**src/rtl/cpu_data_pkg.sv**
```systemverilog
// Shared definitions for the interrupt controller: IRQ count, register
// offsets, FSM state encoding and a lowest-set-bit helper.
package cpu_data_pkg;

  localparam int unsigned NUM_IRQ = 8;
  localparam int unsigned ADDR_W  = 16;
  localparam int unsigned DATA_W  = 16;
  localparam int unsigned OFF_W   = 2;
  localparam int unsigned NUM_REG = 4;

  localparam logic [OFF_W-1:0] OFF_PENDING    = 2'd0;
  localparam logic [OFF_W-1:0] OFF_MASK       = 2'd1;
  localparam logic [OFF_W-1:0] OFF_IN_SERVICE = 2'd2;
  localparam logic [OFF_W-1:0] OFF_EOI        = 2'd3;

  typedef enum logic {
    ST_IDLE = 1'b0,
    ST_REQ  = 1'b1
  } irq_state_e;

  // Isolates the lowest-index (highest-priority) set bit.
  function automatic logic [NUM_IRQ-1:0] lowest_set(input logic [NUM_IRQ-1:0] v);
    return v & (~v + NUM_IRQ'(1));
  endfunction

endpackage

```
**src/rtl/irq_priority.sv**
```systemverilog
// Fixed-priority encoder: bit 0 wins; one-hot grant plus valid.
module irq_priority
  import cpu_data_pkg::*;
(
  input  logic [NUM_IRQ-1:0] i_req,
  output logic [NUM_IRQ-1:0] o_grant_c,
  output logic               o_valid_c
);

  assign o_grant_c = lowest_set(i_req);
  assign o_valid_c = |i_req;

endmodule

```
**src/rtl/irq_controller.sv**
```systemverilog
// Memory-mapped 8-line interrupt controller with nesting and EOI.
// Define IRQ_EDGE_DETECT_EN for latched rising-edge PENDING; default is level.
module irq_controller
  import cpu_data_pkg::*;
#(
  parameter logic [15:0] BASE_ADDR = 16'hFF00
) (
  input  logic                clk,
  input  logic                reset,
  input  logic [NUM_IRQ-1:0]  irq_lines,
  input  logic [ADDR_W-1:0]   address_bus,
  input  logic                r,
  input  logic                w,
  input  logic [DATA_W-1:0]   data_in,
  output logic [DATA_W-1:0]   data_out,
  output logic                hit,
  input  logic                irq_ack,
  output logic [NUM_IRQ-1:0]  interrupts
);

  logic [NUM_IRQ-1:0] r_sync1;
  logic [NUM_IRQ-1:0] r_sync2;
  logic [NUM_IRQ-1:0] r_pending;
  logic [NUM_IRQ-1:0] r_mask;
  logic [NUM_IRQ-1:0] r_in_service;
  logic [NUM_IRQ-1:0] r_interrupts;
  irq_state_e         r_state;

  logic [ADDR_W-1:0]  w_off_full;
  logic [OFF_W-1:0]   w_off;
  logic               w_wr;
  logic [NUM_IRQ-1:0] w_wdata;
  logic [NUM_IRQ-1:0] w_eoi_clr;
  logic [NUM_IRQ-1:0] w_isr_top;
  logic [NUM_IRQ-1:0] w_prio_win;
  logic [NUM_IRQ-1:0] w_eligible;
  logic [NUM_IRQ-1:0] w_grant;
  logic               w_grant_valid;
  logic [NUM_IRQ-1:0] w_ack_set;
  logic [NUM_IRQ-1:0] w_rd_reg;
  logic               w_ack_fire;
  irq_state_e         w_state_nxt;
  logic [NUM_IRQ-1:0] w_int_nxt;
  logic               w_unused_data;

  // Address decode; subtraction keeps the window correct near the top of memory.
  assign w_off_full    = address_bus - BASE_ADDR;
  assign hit           = (w_off_full < ADDR_W'(NUM_REG));
  assign w_off         = w_off_full[OFF_W-1:0];
  assign w_wr          = w & hit;
  assign w_wdata       = data_in[NUM_IRQ-1:0];
  assign w_unused_data = ^data_in[DATA_W-1:NUM_IRQ];
  assign w_eoi_clr     = (w_wr && (w_off == OFF_EOI)) ? w_wdata : '0;

  // Only requests above the highest-priority in-service level may be raised.
  assign w_isr_top  = lowest_set(r_in_service);
  assign w_prio_win = (r_in_service == '0) ? '1 : (w_isr_top - NUM_IRQ'(1));
  assign w_eligible = r_pending & r_mask & w_prio_win;
  assign w_ack_set  = w_ack_fire ? r_interrupts : '0;

  irq_priority u_prio (
    .i_req     (w_eligible),
    .o_grant_c (w_grant),
    .o_valid_c (w_grant_valid)
  );

  always_ff @(posedge clk or negedge reset) begin
    if (!reset) begin
      r_sync1 <= '0;
      r_sync2 <= '0;
    end else begin
      r_sync1 <= irq_lines;
      r_sync2 <= r_sync1;
    end
  end

`ifdef IRQ_EDGE_DETECT_EN
  logic [NUM_IRQ-1:0] r_sync3;
  logic [NUM_IRQ-1:0] w_rise;
  logic [NUM_IRQ-1:0] w_pend_clr;

  assign w_rise     = r_sync2 & ~r_sync3;
  assign w_pend_clr = ((w_wr && (w_off == OFF_PENDING)) ? w_wdata : '0) | w_ack_set;

  // A new edge on the same cycle as a clear keeps the bit set.
  always_ff @(posedge clk or negedge reset) begin
    if (!reset) begin
      r_sync3   <= '0;
      r_pending <= '0;
    end else begin
      r_sync3   <= r_sync2;
      r_pending <= (r_pending & ~w_pend_clr) | w_rise;
    end
  end
`else
  always_ff @(posedge clk or negedge reset) begin
    if (!reset) begin
      r_pending <= '0;
    end else begin
      r_pending <= r_sync2;
    end
  end
`endif

  always_ff @(posedge clk or negedge reset) begin
    if (!reset) begin
      r_mask       <= '0;
      r_in_service <= '0;
    end else begin
      if (w_wr && (w_off == OFF_MASK)) begin
        r_mask <= w_wdata;
      end
      r_in_service <= (r_in_service & ~w_eoi_clr) | w_ack_set;
    end
  end

  always_ff @(posedge clk or negedge reset) begin
    if (!reset) begin
      r_state      <= ST_IDLE;
      r_interrupts <= '0;
    end else begin
      r_state      <= w_state_nxt;
      r_interrupts <= w_int_nxt;
    end
  end

  // Request FSM: ack takes precedence over a same-cycle loss of eligibility.
  always_comb begin
    w_state_nxt = r_state;
    w_int_nxt   = r_interrupts;
    w_ack_fire  = 1'b0;
    case (r_state)
      ST_IDLE: begin
        w_int_nxt = '0;
        if (w_grant_valid) begin
          w_state_nxt = ST_REQ;
          w_int_nxt   = w_grant;
        end
      end
      ST_REQ: begin
        if (irq_ack) begin
          w_ack_fire  = 1'b1;
          w_state_nxt = ST_IDLE;
          w_int_nxt   = '0;
        end else if ((r_interrupts & w_eligible) == '0) begin
          w_state_nxt = ST_IDLE;
          w_int_nxt   = '0;
        end
      end
      default: begin
        w_state_nxt = ST_IDLE;
        w_int_nxt   = '0;
      end
    endcase
  end

  always_comb begin
    w_rd_reg = '0;
    case (w_off)
      OFF_PENDING:    w_rd_reg = r_pending;
      OFF_MASK:       w_rd_reg = r_mask;
      OFF_IN_SERVICE: w_rd_reg = r_in_service;
      default:        w_rd_reg = '0;
    endcase
  end

  assign data_out   = (r && hit) ? {(DATA_W-NUM_IRQ)'(0), w_rd_reg} : '0;
  assign interrupts = r_interrupts;

endmodule

```
**config.mk**
```make
export PLATFORM = sky130hd
export DESIGN_NAME = irq_controller
export DESIGN_NICKNAME = d
export VERILOG_FILES = /design/src/rtl/cpu_data_pkg.sv /design/src/rtl/irq_priority.sv /design/src/rtl/irq_controller.sv
export SDC_FILE = /design/constraint.sdc
export NUM_CORES = 1
export LEC_CHECK = 0
export BUFFER_PORTS_ARGS = -buffer_cell sky130_fd_sc_hd__buf_4
export CAP_MARGIN = 15
export CORE_MARGIN = 2
export CORE_UTILIZATION = 45
export DETAILED_ROUTE_END_ITERATION = 8
export PLACE_DENSITY = 0.75
export SYNTH_ARGS = -nofsm -noshare
export SYNTH_HDL_FRONTEND = slang
export SYNTH_SLANG_ARGS = --single-unit
```
**constraint.sdc**
```tcl
create_clock -name clk -period 1.6 [get_ports clk]
set_input_delay 0.24 -clock clk [delete_from_list [all_inputs] [get_ports clk]]
set_output_delay 0.24 -clock clk [all_outputs]
set_load 0.03 [all_outputs]
```
======== Word level (Yosys, flattened, before mapping) ========
Cells that the tools add are included.
word-level totals
  register bits after elaboration ......... 49
  bits of input ports ..................... 45
  output and inout port bits .............. 25
  logic and storage cells ................. 50
operators by class
  $add $sub $neg .......................... 4
  $lt $le $gt $ge ......................... 1
  eq/ne operators ......................... 4
  mux-type cells .......................... 15
  bitwise logic cells ..................... 12
  reduce and logical (&&, ||, !) cells .... 7
operator list
  kind                                                 count
  2-to-1 mux 8 bit                                     7
  bitwise AND 8 bit                                    6
  inverter 8 bit                                       3
  case mux 8 bit (3 select lines)                      1
  adder 8 x 1 -> 8 bit, second input constant          2
  logical NOT 8 bit                                    2
  < comparator 16 x 3 -> 1 bit, second input constant  1
  case mux 8 bit (2 select lines)                      1
  subtractor 16 bit, second input constant             1
  bitwise OR 8 bit                                     1
  OR reduction 8 bit                                   1
  subtractor 8 x 1 -> 8 bit, second input constant     1
  2-to-1 mux 1 bit                                     5
  == test 2 bit, second input constant                 2
  logical AND 1 bit                                    3
  != test 3 x 2 -> 1 bit, second input constant        1
  == test 2 x 1 -> 1 bit, second input constant        1
  logical NOT 2 bit                                    1
  case mux 1 bit (2 select lines)                      1
  bitwise AND 1 bit                                    1
  inverter 1 bit                                       1

======== Logic depth before layout (Yosys ltp) ========
Gate-level depths: netlist (run 1).
  depth in word-level cells ............... 11
  depth in mapped cells ................... 6

======== Hierarchy ========
A second synthesis (run 1) with hierarchy kept.
unflattened totals
  cells, all modules ...................... 212
  area total of the unflattened synthesis .. 2283.4 µm²
modules (own cells, without submodules)
  module          instances  cells each  area each (µm²)
  irq_controller  1          200         2187.1
  irq_priority    1          12          96.3

======== Least setup slack after synthesis (run 1) ========
No wires, ideal clock.
  path kind ............................... input-to-output
  start ................................... input address_bus[6]
  end ..................................... output data_out[0]
  data arrival time ....................... 1.961 ns
  required time ........................... 1.360 ns
  setup slack ............................. -0.601 ns
  stages .................................. 4
  cells stage by stage .................... or4_4 -> nor4_4 -> nand2_1 -> nor2_1
on the way
  cells in the longest elaborated chain, start to end .. 4
RTL lines
  what                          line                   RTL
  start: declaration            irq_controller.sv:11   input logic [ADDR_W-1:0] address_bus,
  subtractor 16 bit             irq_controller.sv:47   assign w_off_full = address_bus - BASE_ADDR;
  < comparator 16 x 3 -> 1 bit  irq_controller.sv:48   assign hit = (w_off_full < ADDR_W'(NUM_REG));
  net hit                       irq_controller.sv:16   output logic hit,
  logical AND 1 bit             irq_controller.sv:167  assign data_out = (r && hit) ? {(DATA_W-NUM_IRQ)'(0), w_rd_reg} : '0;
  2-to-1 mux 8 bit              irq_controller.sv:167
  end: declaration              irq_controller.sv:15   output logic [DATA_W-1:0] data_out,
The timed path passes the listed nets, and every way through them passes these cells.

======== Final worst setup path (run 1) ========
  start ................................... register r_in_service[3]
  end ..................................... register r_interrupts[7] (netlist: interrupts[7])
on the way
  cells in the longest elaborated chain, start to end .. 11
RTL lines
  what                             line                   RTL
  start: declaration               irq_controller.sv:25   logic [NUM_IRQ-1:0] r_in_service;
  start signal: assignment         irq_controller.sv:113  r_in_service <= (r_in_service & ~w_eoi_clr) | w_ack_set;
  inverter 8 bit                   cpu_data_pkg.sv:23     return v & (~v + NUM_IRQ'(1));
  adder 8 x 1 -> 8 bit             cpu_data_pkg.sv:23
  bitwise AND 8 bit                cpu_data_pkg.sv:23
  subtractor 8 x 1 -> 8 bit        irq_controller.sv:57   assign w_prio_win = (r_in_service == '0) ? '1 : (w_isr_top - NUM_IRQ'(1));
  2-to-1 mux 8 bit (*)             irq_controller.sv:57
  bitwise AND 8 bit (*)            irq_controller.sv:58   assign w_eligible = r_pending & r_mask & w_prio_win;
  inverter 8 bit                   cpu_data_pkg.sv:23
  adder 8 x 1 -> 8 bit             cpu_data_pkg.sv:23
  bitwise AND 8 bit                cpu_data_pkg.sv:23
  2-to-1 mux 8 bit                 irq_controller.sv:135  if (w_grant_valid) begin
  case mux 8 bit (2 select lines)  irq_controller.sv:132  case (r_state)
  end signal: assignment           irq_controller.sv:123  r_interrupts <= w_int_nxt;
  end: declaration                 irq_controller.sv:26   logic [NUM_IRQ-1:0] r_interrupts;
Mark *: on every way between the ends. The rest lies on a longest branch, timed or not.
A chain may end at the register's enable or synchronous reset.

==> qor.csv, run 1 <==
stage;metric;value;unit
run_status;status;finished with violations;
run_status;violations;negative setup slack;
floorplan;dieArea;5400;um2
synthesis;ys_types;43;
floorplan;core;4690;um2
worst_setup_path;cp.depth;6;
worst_setup_path;cp_slowest_cell;or4_4;
sta;finalSetupViolCount;34;
hold_path;hold_path.class;primary input to flop;
cts;clock_latency;300;ps
worst_setup_path;endpoint_kind;flop;
route;vias;1814;
sta;skew;4.63;ps
power;combPwrFrac;9.5;%
cts;numClockSinks;49;
placed_design;place_congestion;0.862;
route;routedWlPerCell;16.7;um
cts;htreeDepth;2;
placed_design;port_buffers;53;
grt;grt_pass1_vias;1796;
route;detail_route.vias_per_cell;5.50;
synthesis;synth_warnings;0;
grt;grt_max_degree;50;
placed_design;placed_cells;312;
grt;grt_pass1_wl;8580;um
worst_setup_path;reg2reg_setup_slack;-250;ps
grt;grt_usage;21.5;%
power;ir_drop;555;uV
cells_and_area;final_cells;330;
cells_and_area;fin_nets;320;
floorplan;die-width;73.5;um
synthesis;synth_area_leader_cell;dfrtp_1;
floorplan;row_count;25;
power;p_sw;546;uW
route;drtPass1Iterations;4;
floorplan;fp.dieH;73.5;um
worst_setup_path;reg2regPathDepth;6;
worst_setup_path;cp_cell_sequence;or4_4 > buf_6 > o311ai_4 > buf_4 > a21oi_4 > o32ai_2;
synthesis;synth.avg_cell_area;11.3;um2
cts;clk_path_buf_depth;2;
power;internal_power;1890;uW
power;power_leakage;0.00148;uW
route;wl;5510;um
synthesis;syn_inst;193;
cells_and_area;diodes;0;
hold_path;hold_depth;1;
sta;hold_viol_final;0;
sta;worst_slack;-254;ps
grt;overflow;0;
cts;numCtsBuffers;5;
power;power.share.clock;37.2;%
power;p_seq_share;53.3;%
worst_setup_path;cp.required;1810;ps
worst_setup_path;cp_top_family;simple AND/OR/NAND/NOR gates;
route;drc;0;
placed_design;pre_cts_slack;-553;ps
route;drt_iter0_markers;156;
floorplan;io_pins;70;
cts;clk_pin_slew_worst_paths;90;ps
run;cap_violations;0;
synthesis;syn-cell-area;2170;um2
sta;rsz0062_at_grt;true;
floorplan;initial_core_util;46.3;%
sta;final.period_utilization;116;%
cells_and_area;nFillCells;352;
power;p_sw_share;22.4;%
sta;final_max_slew_viol_count;0;
synthesis;ys_seq_area_share;56.4;%
placed_design;place_hpwl;3670;um
sta;fmax;0.539;GHz
worst_setup_path;worstPathArrival;2060;ps
sta;maxSlewHeadroom;60.0;%
cells_and_area;areaGrowthSynthToFinish;45.2;%
worst_setup_path;cpPeakStageDelay;550;ps
sta;tightestPinTransition;600;ps
worst_setup_path;cp_max_fo;4;
sta;hold_ws;38.4;ps
synthesis;synth_seq_cells;49;
worst_setup_path;critPathLaunchType;flop;
worst_setup_path;critPathKind;flop to flop;
grt;grt_antenna_before_repair;0;
cells_and_area;drive_gt1_share;49.3;%
synthesis;synth_top_area_share;56.4;%
route;final_antenna_net_count;0;
worst_setup_path;crit_buf_inv;2;
power;pwr_density_cell;773;nW/um2
cts;root_buffer;clkbuf_8;
synthesis;yosys-top-cells-area;dfrtp_1, mux2_2, nand2_1, mux2i_1, nor2_1;
cts;cts_tree;done;
sta;min_period;1850;ps
-- state kept, by name, summed over array words and instances (netlist names) --
| register | flops |
|---|---|
| interrupts | 8 |
| r_in_service | 8 |
| r_mask | 8 |
| r_pending | 8 |
| r_state | 1 |
| r_sync1 | 8 |
| r_sync2 | 8 |
-- synth_stat cells (all sizes together) --
cell type / instances
nand4bb: 2
nand4: 1
and3b: 1
nor4: 2
nand3: 6
o31ai: 1
and4: 1
and3: 1
o21ai: 6
a32oi: 1
nand4b: 1
bufbuf: 1
a2bb2oi: 1
clkbuf: 4
nor2b: 1
nand2b: 1
a22o: 8
or4: 3
buf: 9
o32ai: 1
o22ai: 3
or3: 1
nand2: 23
and2b: 1
inv: 3
mux2: 8
mux2i: 8
o311ai: 2
nor3: 3
nand3b: 2
and4b: 2
dfrtp: 49
and2: 3
conb: 1
a21oi: 10
nor2: 22
-- power by group through the flow --
| stage | combinational (uW) | sequential, uW | clock, uW |
|---|---|---|---|
| after global placement | 216 | 1320 | 0 |
| after CTS | 229 | 1300 | 929 |
| final | 232 | 1300 | 907 |
| after detailed placement | 219 | 1330 | 0 |
| after global routing | 251 | 1310 | 980 |
| after floorplan | 104 | 1320 | 0 |
-- worst paths after layout --
kind,start,endpoint
setup / recovery,r_in_service[3]$_DFF_PN0_,interrupts[7]$_DFFE_PN0P_
hold / removal,irq_lines[7],r_sync1[7]$_DFF_PN0_
setup reg to reg,r_in_service[3]$_DFF_PN0_,interrupts[7]$_DFFE_PN0P_
min in group asynchronous,reset,r_sync2[1]$_DFF_PN0_
max in group asynchronous,reset,r_state$_DFF_PN0_
hold reg to reg,r_sync1[4]$_DFF_PN0_,r_sync2[4]$_DFF_PN0_
-- cell type report --
| class | instances | area, um2 | share of cell area (%) |
|---|---|---|---|
| clock buffer | 6 | 82.6 | 2.62 |
| clock inverter | 2 | 37.5 | 1.19 |
| inverter | 3 | 11.3 | 0.357 |
| multi-input combinational | 135 | 1070 | 33.8 |
| sequential | 49 | 1230 | 38.8 |
| tap | 54 | 67.6 | 2.14 |
| timing repair buffer | 81 | 663 | 21.0 |
-- kinds of logic after synthesis --
family,Yosys count,synth area share (%)
muxes,16,7.83
buffers and inverters,17,5.81
AOI/OAI and AO/OA,33,10.3
and+or+nand+nor,77,19.5
other,1,0.172
DFF,49,56.4
-- routing by layer --
layer,track usage [%],vias up,part of all wire [%]
li1,-,838,-
met1,27.3,902,42
met2,36.0,67,51
met3,4.66,7,5.9
met4,8.08,0,1.6
met5,0,-,0
-- placed cells by master, fill, tap and decap left out, drive strengths merged, types with 8 or more instances in the layout --
master,Yosys,routed
a21oi,10,11
a22o,8,8
buf,9,80
conb,1,8
dfrtp,49,49
mux2,8,8
mux2i,8,8
nand2,23,23
nor2,22,22
-- through the flow --
step	TNS [ps]	utilization, %	area (um2)	total power [uW]
after floorplan	-14060	-	2310	1430
after global placement	-13230	59.7	2800	1540
after detailed placement	-14020	59.7	2800	1540
after CTS	-4300	66.2	3100	2460
after global routing	-5870	67.3	3160	2540
final	-4230	67.3	3160	2440
-- what timing repair did --
item                                   4_1_cts  5_1_grt
pin swaps                                   22        6
gates cloned                                 1        0
endpoints found under the hold margin       49        0
gates resized for setup                     32        8
setup endpoints to repair                   34       34
setup buffers                                6        2
hold buffers                                 1        0
Power figures use the tool's default switching activity.
==> run 2, diff against run 1 <==
Settings changed: BUFFER_PORTS_ARGS -buffer_cell sky130_fd_sc_hd__buf_4 to -buffer_cell sky130_fd_sc_hd__buf_2.
==> qor.csv, run 2 (synthesized netlist as in run 1, its figures left out) <==
stage;metric;value;unit
cells_and_area;final_cell_mix;dfrtp_1, buf_2, buf_4;
sta;rsz0062_at_grt;true;
sta;final_max_slew_viol_count;0;
placed_design;place_congestion;0.836;
sta;hold_viol_final;0;
grt;grt_pass1_vias;1699;
route;drtPass1Iterations;4;
cells_and_area;final_cells;328;
sta;final.period_utilization;115;%
cells_and_area;drive_gt1_share;45.3;%
worst_setup_path;critPathKind;flop to flop;
route;drc;0;
power;pwr_density_cell;747;nW/um2
sta;skew;5.36;ps
route;vias;1793;
route;detail_route.vias_per_cell;5.47;
cells_and_area;seq_area;1230;um2
route;wl;5120;um
power;ir_drop;411;uV
cells_and_area;fin_nets;319;
route;drt_iter0_markers;122;
hold_path;hold_path.class;primary input to flop;
route;final_antenna_net_count;0;
floorplan;die-width;73.5;um
worst_setup_path;endpoint_kind;flop;
grt;grt_usage;20.2;%
worst_setup_path;worstPathArrival;2040;ps
placed_design;place_hpwl;3610;um
power;power.share.clock;31.7;%
sta;worst_slack;-239;ps
run_status;status;finished with violations;
floorplan;dieArea;5400;um2
worst_setup_path;critPathLaunchType;flop;
floorplan;initial_core_util;46.3;%
floorplan;row_count;25;
grt;grt_pass1_wl;8110;um
cells_and_area;final_common_cell;dfrtp_1;
floorplan;io_pins;70;
cts;cts_tree;done;
cts;clock_latency;300;ps
run_status;violations;negative setup slack;
route;routedWlPerCell;15.6;um
cells_and_area;fin_area;2970;um2
sta;finalSetupViolCount;26;
sta;fmax;0.544;GHz
worst_setup_path;cp.required;1800;ps
cts;numCtsBuffers;5;
grt;grt_max_degree;50;
cells_and_area;diodes;0;
cells_and_area;multi_input_area;1010;um2
placed_design;port_buffers;53;
floorplan;fp.dieH;73.5;um
power;combPwrFrac;9.5;%
cts;clk_path_buf_depth;2;
worst_setup_path;cp_max_fo;2;
power;p_seq_share;58.8;%
power;p_sw_share;22.7;%
power;power;2210;uW
power;p_sw;503;uW
cells_and_area;areaGrowthSynthToFinish;36.4;%
cts;htreeDepth;2;
power;internal_power;1710;uW
power;power_leakage;0.00140;uW
grt;overflow;0;
run;cap_violations;0;
floorplan;core;4690;um2
cells_and_area;nFillCells;363;
sta;hold_ws;45.6;ps
cts;numClockSinks;49;
sta;min_period;1840;ps
grt;grt_antenna_before_repair;0;
placed_design;post_dp_cell_area;2720;um2
cts;root_buffer;clkbuf_8;
cts;clk_pin_slew_worst_paths;80;ps
placed_design;placed_cells;317;
run 2: cell types whose count changed in the layout (fill, tap and decap cells not counted), sizes merged:
| cell | change |
|---|---|
| bufinv | -1 |
| buf | -1 |
| clkbuf | +1 |
| clkinvlp | -1 |
run 2: routing by layer:
| layer | global-route usage [%] | up-vias | wire [um] |
|---|---|---|---|
| met5 | 0 | - | 0 |
| met4 | 8.69 | 0 | 110 |
| met3 | 3.57 | 13 | 346 |
| met2 | 32.5 | 82 | 2520 |
| met1 | 26.8 | 862 | 2140 |
| li1 | - | 836 | - |
run 2: path summary, 6_finish.rpt:
| kind | endpoint | slack (ps) | cells past startpoint | start |
|---|---|---|---|---|
| worst max-delay path | interrupts[7]$_DFFE_PN0P_ | -240 | 5 | r_in_service[1]$_DFF_PN0_ |
| worst min-delay path | r_sync1[7]$_DFF_PN0_ | 50 | 1 | irq_lines[7] |
| worst max register to register | interrupts[7]$_DFFE_PN0P_ | -240 | 5 | r_in_service[1]$_DFF_PN0_ |
| worst min register to register | r_sync2[5]$_DFF_PN0_ | 350 | 0 | r_sync1[5]$_DFF_PN0_ |
| max in group asynchronous | interrupts[5]$_DFFE_PN0P_ | 930 | 3 | reset |
| min in group asynchronous | r_mask[1]$_DFFE_PN0P_ | 440 | 3 | reset |
run 2: per-stage QoR:
step	TNS (ps)	setup slack, ps	utilization (%)
2_1_floorplan	-14060	-580	-
3_3_place_gp	-11910	-501	57.9
3_5_place_dp	-12370	-530	57.9
4_1_cts	-3620	-237	62.6
5_1_grt	-5650	-295	63.2
6_report	-3870	-239	63.2
run 2: layout make-up:
class                           count  area share, %
Clock buffer                        7           2.91
Sequential cell                    49           41.4
Inverter                            3          0.380
Multi-Input combinational cell    135           34.2
Tap cell                           54           2.28
Timing Repair Buffer               80           18.9
run 2: timing repair:
item,in CTS,in global routing
hold endpoints to repair,49,0
pin swaps,19,4
gates cloned,1,0
hold buffers,1,0
resized for setup,31,7
setup buffers,5,1
setup endpoints to repair,34,34
run 2: power groups by stage:
stage	combinational (uW)	clock, uW	sequential [uW]
after detailed placement	203	0	1330
final	211	702	1300
after CTS	212	717	1300
after global routing	234	773	1310
after floorplan	104	0	1320
after global placement	199	0	1320
run 2: critical path, cell delays in order (launching register included):
cell	delay [ps]
dfrtp_1	380
or4_4	560
or4_4	440
nor2_4	130
nand3_2	110
o32ai_2	120
